==> src/rtl/frog_pkg.sv <==
// Shared types and constants for the frog movement arbiter.
package frog_pkg;

  typedef enum logic [1:0] {
    DIR_UP    = 2'd0,
    DIR_DOWN  = 2'd1,
    DIR_LEFT  = 2'd2,
    DIR_RIGHT = 2'd3
  } dir_t;

  typedef enum logic [1:0] {
    IDLE  = 2'd0,
    OFFER = 2'd1,
    COOL  = 2'd2
  } arb_state_t;

  localparam logic [7:0] DROP_MAX = 8'd255;

  function automatic logic [2:0] popcount4(input logic [3:0] v);
    return {2'b00, v[0]} + {2'b00, v[1]} + {2'b00, v[2]} + {2'b00, v[3]};
  endfunction

endpackage

==> src/rtl/frog_move_arbiter_rr_pick4.sv <==
// rr_pick4: combinational round-robin picker over the four directions.
// The search starts one position past the last grant and wraps modulo 4.
module rr_pick4
  import frog_pkg::*;
(
  input  logic [3:0] req,
  input  dir_t       last,
  output logic       gnt_valid,
  output dir_t       gnt_dir
);

  logic [1:0] w_idx;

  always_comb begin
    // NOTE: every output gets a default before any branch so no path can infer a latch.
    gnt_valid = 1'b0;
    gnt_dir   = DIR_UP;
    w_idx     = 2'd0;
    // Farthest candidate first, so the nearest pending direction is assigned last and wins.
    for (int k = 4; k >= 1; k--) begin
      w_idx = 2'(int'(last) + k);
      if (req[w_idx]) begin
        gnt_valid = 1'b1;
        gnt_dir   = dir_t'(w_idx);
      end
    end
  end

endmodule

==> src/rtl/frog_move_arbiter.sv <==
// frog_move_arbiter: latches button presses and offers one move at a time with a tick cooldown.
// Optional FROG_OPPOSITE_CANCEL_EN: simultaneously pending opposite directions cancel each other.
module frog_move_arbiter
  import frog_pkg::*;
#(
  parameter int unsigned COOLDOWN = 4
) (
  input  logic       clk,
  input  logic       reset,
  input  logic [3:0] btn_pulse,
  input  logic       tick,
  input  logic       enable,
  input  logic       move_ready,
  output logic       move_valid,
  output dir_t       move_dir,
  output logic       busy,
  output logic [7:0] drop_cnt
);

  localparam logic [7:0] COOL_INIT = 8'(COOLDOWN);

  arb_state_t r_state, w_state_next;
  logic [3:0] r_pend, w_pend_next;
  dir_t       r_last, w_last_next;
  dir_t       r_dir, w_dir_next;
  logic       r_valid, w_valid_next;
  logic [7:0] r_cnt, w_cnt_next;
  logic [7:0] r_drop, w_drop_next;

  logic       w_hs;
  logic [3:0] w_clr, w_merged, w_cancel, w_drop_bits;
  logic [8:0] w_drop_sum;
  logic       w_pick_valid;
  dir_t       w_pick_dir;

  rr_pick4 u_pick (
    .req      (r_pend),
    .last     (r_last),
    .gnt_valid(w_pick_valid),
    .gnt_dir  (w_pick_dir)
  );

  // Disabling the game aborts an offer even if ready is high in the same cycle.
  assign w_hs     = r_valid & move_ready & enable;
  assign w_clr    = w_hs ? (4'b0001 << r_dir) : 4'b0000;
  assign w_merged = (r_pend & ~w_clr) | btn_pulse;

`ifdef FROG_OPPOSITE_CANCEL_EN
  logic w_protect;
  assign w_protect = (r_state == OFFER) & ~w_hs;

  always_comb begin
    w_cancel = 4'b0000;
    // The direction on offer survives; only its opposite is dropped.
    if (w_merged[0] & w_merged[1])
      w_cancel[1:0] = (w_protect && !r_dir[1]) ? ~(2'b01 << r_dir[0]) : 2'b11;
    if (w_merged[2] & w_merged[3])
      w_cancel[3:2] = (w_protect && r_dir[1]) ? ~(2'b01 << r_dir[0]) : 2'b11;
  end
`else
  assign w_cancel = 4'b0000;
`endif

  assign w_pend_next = enable ? (w_merged & ~w_cancel) : 4'b0000;
  assign w_drop_bits = btn_pulse & r_pend & ~w_clr & ~w_cancel;
  assign w_drop_sum  = {1'b0, r_drop} + {6'd0, popcount4(w_drop_bits)};
  assign w_drop_next = (w_drop_sum > {1'b0, DROP_MAX}) ? DROP_MAX : w_drop_sum[7:0];

  always_comb begin
    w_state_next = r_state;
    w_valid_next = r_valid;
    w_dir_next   = r_dir;
    w_last_next  = r_last;
    w_cnt_next   = r_cnt;
    unique case (r_state)
      IDLE: begin
        if (enable && w_pick_valid) begin
          w_valid_next = 1'b1;
          w_dir_next   = w_pick_dir;
          w_state_next = OFFER;
        end
      end
      OFFER: begin
        if (!enable) begin
          w_valid_next = 1'b0;
          w_state_next = IDLE;
        end else if (move_ready) begin
          w_valid_next = 1'b0;
          w_last_next  = r_dir;
          w_cnt_next   = COOL_INIT;
          w_state_next = (COOL_INIT == 8'd0) ? IDLE : COOL;
        end
      end
      COOL: begin
        if (tick) begin
          if (r_cnt == 8'd1) w_state_next = IDLE;
          else               w_cnt_next   = r_cnt - 8'd1;
        end
      end
      default: w_state_next = IDLE;
    endcase
  end

  always_ff @(posedge clk or negedge reset) begin
    if (!reset) begin
      r_state <= IDLE;
      r_pend  <= 4'b0000;
      r_last  <= DIR_RIGHT;
      r_dir   <= DIR_UP;
      r_valid <= 1'b0;
      r_cnt   <= 8'd0;
      r_drop  <= 8'd0;
    end else begin
      // NOTE: non-blocking assignments so every register samples pre-edge values.
      r_state <= w_state_next;
      r_pend  <= w_pend_next;
      r_last  <= w_last_next;
      r_dir   <= w_dir_next;
      r_valid <= w_valid_next;
      r_cnt   <= w_cnt_next;
      r_drop  <= w_drop_next;
    end
  end

  assign move_valid = r_valid;
  assign move_dir   = r_dir;
  assign busy       = (r_state != IDLE);
  assign drop_cnt   = r_drop;

endmodule
==> config.mk <==
export PLATFORM = sky130hd
export DESIGN_NAME = frog_move_arbiter
export DESIGN_NICKNAME = d
export VERILOG_FILES = /design/src/rtl/frog_pkg.sv /design/src/rtl/frog_move_arbiter_rr_pick4.sv /design/src/rtl/frog_move_arbiter.sv
export SDC_FILE = /design/constraint.sdc
export NUM_CORES = 1
export LEC_CHECK = 0
export ABC_AREA = 1
export BUFFER_PORTS_ARGS = -buffer_cell sky130_fd_sc_hd__buf_2
export CORE_MARGIN = 4
export CORE_UTILIZATION = 50
export DETAILED_ROUTE_END_ITERATION = 8
export GPL_TIMING_DRIVEN = 0
export PLACE_DENSITY = 0.7
export REMOVE_ABC_BUFFERS = 1
export SYNTH_ARGS = -nofsm -noshare
export SYNTH_HDL_FRONTEND = slang
export SYNTH_SLANG_ARGS = --single-unit
==> constraint.sdc <==
create_clock -name clk -period 3.32 [get_ports clk]
set_input_delay 0.664 -clock clk [delete_from_list [all_inputs] [get_ports clk]]
set_output_delay 0.664 -clock clk [all_outputs]
set_load 0.02 [all_outputs]
==> flow_summary.toml <==
[placed_design]
port_buffers = 20
place_congestion = 0.7812
placed_area_um2 = 1807
dp_hpwl_um = 2430

[timing]
min_period_ps = 2980
tightest_slew_ps = 594.4
setup_viol = 0
clock_skew_ps = 7.740
period_share_pct = 89.77
hold_violations = 0
relSlewSlack_pct = 60.37
maxSlewViolCount = 0
fmax_mhz = 335.5
grt_setup_unrepaired = "false"

[finish]
final_cell_area_um2 = 1834
finish.utilization_pct = 58.64
area_growth_pct = 10.31
fin_nets = 262
num_antenna_cells = 0
drive_gt1_share_pct = 16.67

[setup_path]
worst_setup_path_start_kind = "input pin"
cp.required_ps = 3560
arrival_ps = 3220
path_max_fanout = 8
critPathKind = "in2reg"
end_kind = "register"

[clock_tree]
ctsRootBufferMaster = "clkbuf_4"
clk_pin_slew_ps = 140
holdBufCountCts = 0
cts_tree = "built"
cts_made_buffers = 3
clk_path_buf_depth = 2
cts_htree_levels = 1
clk_latency_ps = 310
postCtsSetupBuffers = 0
cts_resized = 0
clock-sinks = 27

[hold_path]
hold_class = "in2async"

[logic_synthesis]
synth-edff-count = 0
ys_top_cells_by_area = "dfrtp_1, nand2_1, inv_1"
yosysSeqAreaShare_pct = 40.78
syn_area_per_cell_um2 = 7.457
synth_top_area_share_pct = 37.62
ys_ff_latch = 27
yosysTopAreaCell = "dfrtp_1"
yosysWarnings = 0
async_reset_ff_share_pct = 100.0
synth.distinct_cells = 28
syn_inst = 223
ys.flop_type = "dfrtp_1"
synth.cell_area_um2 = 1663

[grt]
first_global_vias = 1321
grtUsageTotal_pct = 16.48
antenna_found_initial = 0
grt_overflow_total = 0
grt_pass1_wl_um = 5616
grt_max_degree = 28

[floorplan]
fp.dieArea_um2 = 4313
die_height_um = 65.67
row_count = 20
initial_core_util_pct = 53.16
pin_count = 21
coreArea_um2 = 3128
die_x_um = 65.67

[route]
dr.first_iter.drc_count = 77
ant_nets = 0
firstDrtPassIters = 4
drt_wl_total_um = 3057
via_per_inst = 4.755
via_count = 1379
drcViolationCount = 0
wl_per_cell_um = 10.54

[pwr]
peakVddDrop_mv = 0.3657
leakagePower_uw = 0.0009866
power_density_nw_per_um2 = 752.4

[run_status]
outcome = "complete, no violations"

[job]
max_cap_viol_count = 0
-- path summary, 6_finish.rpt --
path | from | to | slack (ps) | cells past startpoint
setup / recovery | enable | drop_cnt[6]$_DFF_PN0_ | 340 | 15
hold / removal | reset | r_cnt[2]$_DFFE_PN0P_ | 330 | 1
min in group clk | move_valid$_DFFE_PN0P_ | move_valid$_DFFE_PN0P_ | 510 | 2
max in group asynchronous | reset | r_cnt[3]$_DFFE_PN0P_ | 2590 | 1
setup reg to reg | move_valid$_DFFE_PN0P_ | drop_cnt[6]$_DFF_PN0_ | 530 | 14
hold reg to reg | move_valid$_DFFE_PN0P_ | move_valid$_DFFE_PN0P_ | 510 | 2
-- cells in the mapped netlist (2+ instances only) --
library cell,count
a21oi_1,2
a31oi_1,3
dfrtp_1,25
dfstp_2,2
fa_1,3
ha_1,3
inv_1,32
inv_2,2
nand2_1,71
nand2_2,2
nand3_1,16
nand3b_1,2
nand4_2,2
nor2_1,26
nor3_1,2
o21ai_0,10
o21ai_1,2
o21ai_2,4
xor2_1,5
-- cell type report --
type / count / area [um2]
fillers: 307 / 1294
multi-input cells: 160 / 839.6
flip-flops and latches: 27 / 678.2
inverters: 35 / 133.9
repair buffers: 20 / 100.1
well taps: 44 / 55.05
clock buffers: 3 / 22.52
clock inverters: 1 / 5.005
-- worst max-delay path, stage by stage --
cell,delay [ps]
buf_2,120
inv_1,120
nor2_1,260
nand3_1,140
nand3_1,120
fa_1,440
fa_1,360
inv_1,100
fa_1,190
nand2_1,100
nor2_1,110
nand2_1,70
nor2_1,110
nand2_1,180
o21ai_0,130
-- per-stage QoR --
step / power (uW) / hold slack (ps) / setup TNS (ps) / instances / worst slack [ps]
after detailed placement: 1260 / 484.2 / -159.8 / 286 / -64.75
final: 1380 / 330.3 / 0 / 290 / 339.6
after CTS: 1402 / 341.1 / 0 / 290 / 317.1
after global placement: 1240 / 477.4 / 0 / 286 / 13.79
after floorplan: 1076 / 368.4 / 0 / 222 / 460.7
after global routing: 1533 / 339.2 / 0 / 290 / 24.35
-- state kept, by name, summed over array words and instances, names as in the netlist --
register	cells
move_valid	1
r_cnt	8
r_state	2
r_pend	4
r_last	2
drop_cnt	8
move_dir	2
-- metal layers --
layer	GRT usage (%)	part of all wire [%]	routed length (um)	up-vias
met4	4.404	0.69	21	0
met2	28.41	49	1496	14
li1	-	-	-	739
met3	2.051	2.3	69	2
met1	21.69	48	1470	624
met5	0	0	0	-
-- logic make-up after synthesis --
group / count (synthesis) / synth area share, %
XOR/XNOR: 6 / 3.160
AO/OA/AOI/OAI: 23 / 8.879
AND/OR/NAND/NOR: 125 / 32.58
buffers and inverters: 36 / 8.729
adder cells (fa/ha/maj): 6 / 5.869
flip-flops: 27 / 40.78
-- placed cells by master, fill, tap and decap left out, drive strengths merged --
master and count:
dfrtp 25, nor3 2, fa 3, nand4 2
xnor2 1, clkbuf 3, nand3 16, xor2 5
inv 35, nand3b 2, a31oi 3, nor2 28
a21oi 3, clkinv 1, ha 3, o21bai 1
nor4 1, nand2 74, buf 20, o21ai 16
dfstp 2
-- where the power goes --
group,internal (uW),leakage [uW],switching [uW]
Combinational,256,0.000638,436
Sequential,443,0.000331,110
Clock,44.9,0.0000177,90.2
Power figures use the tool's default switching activity.
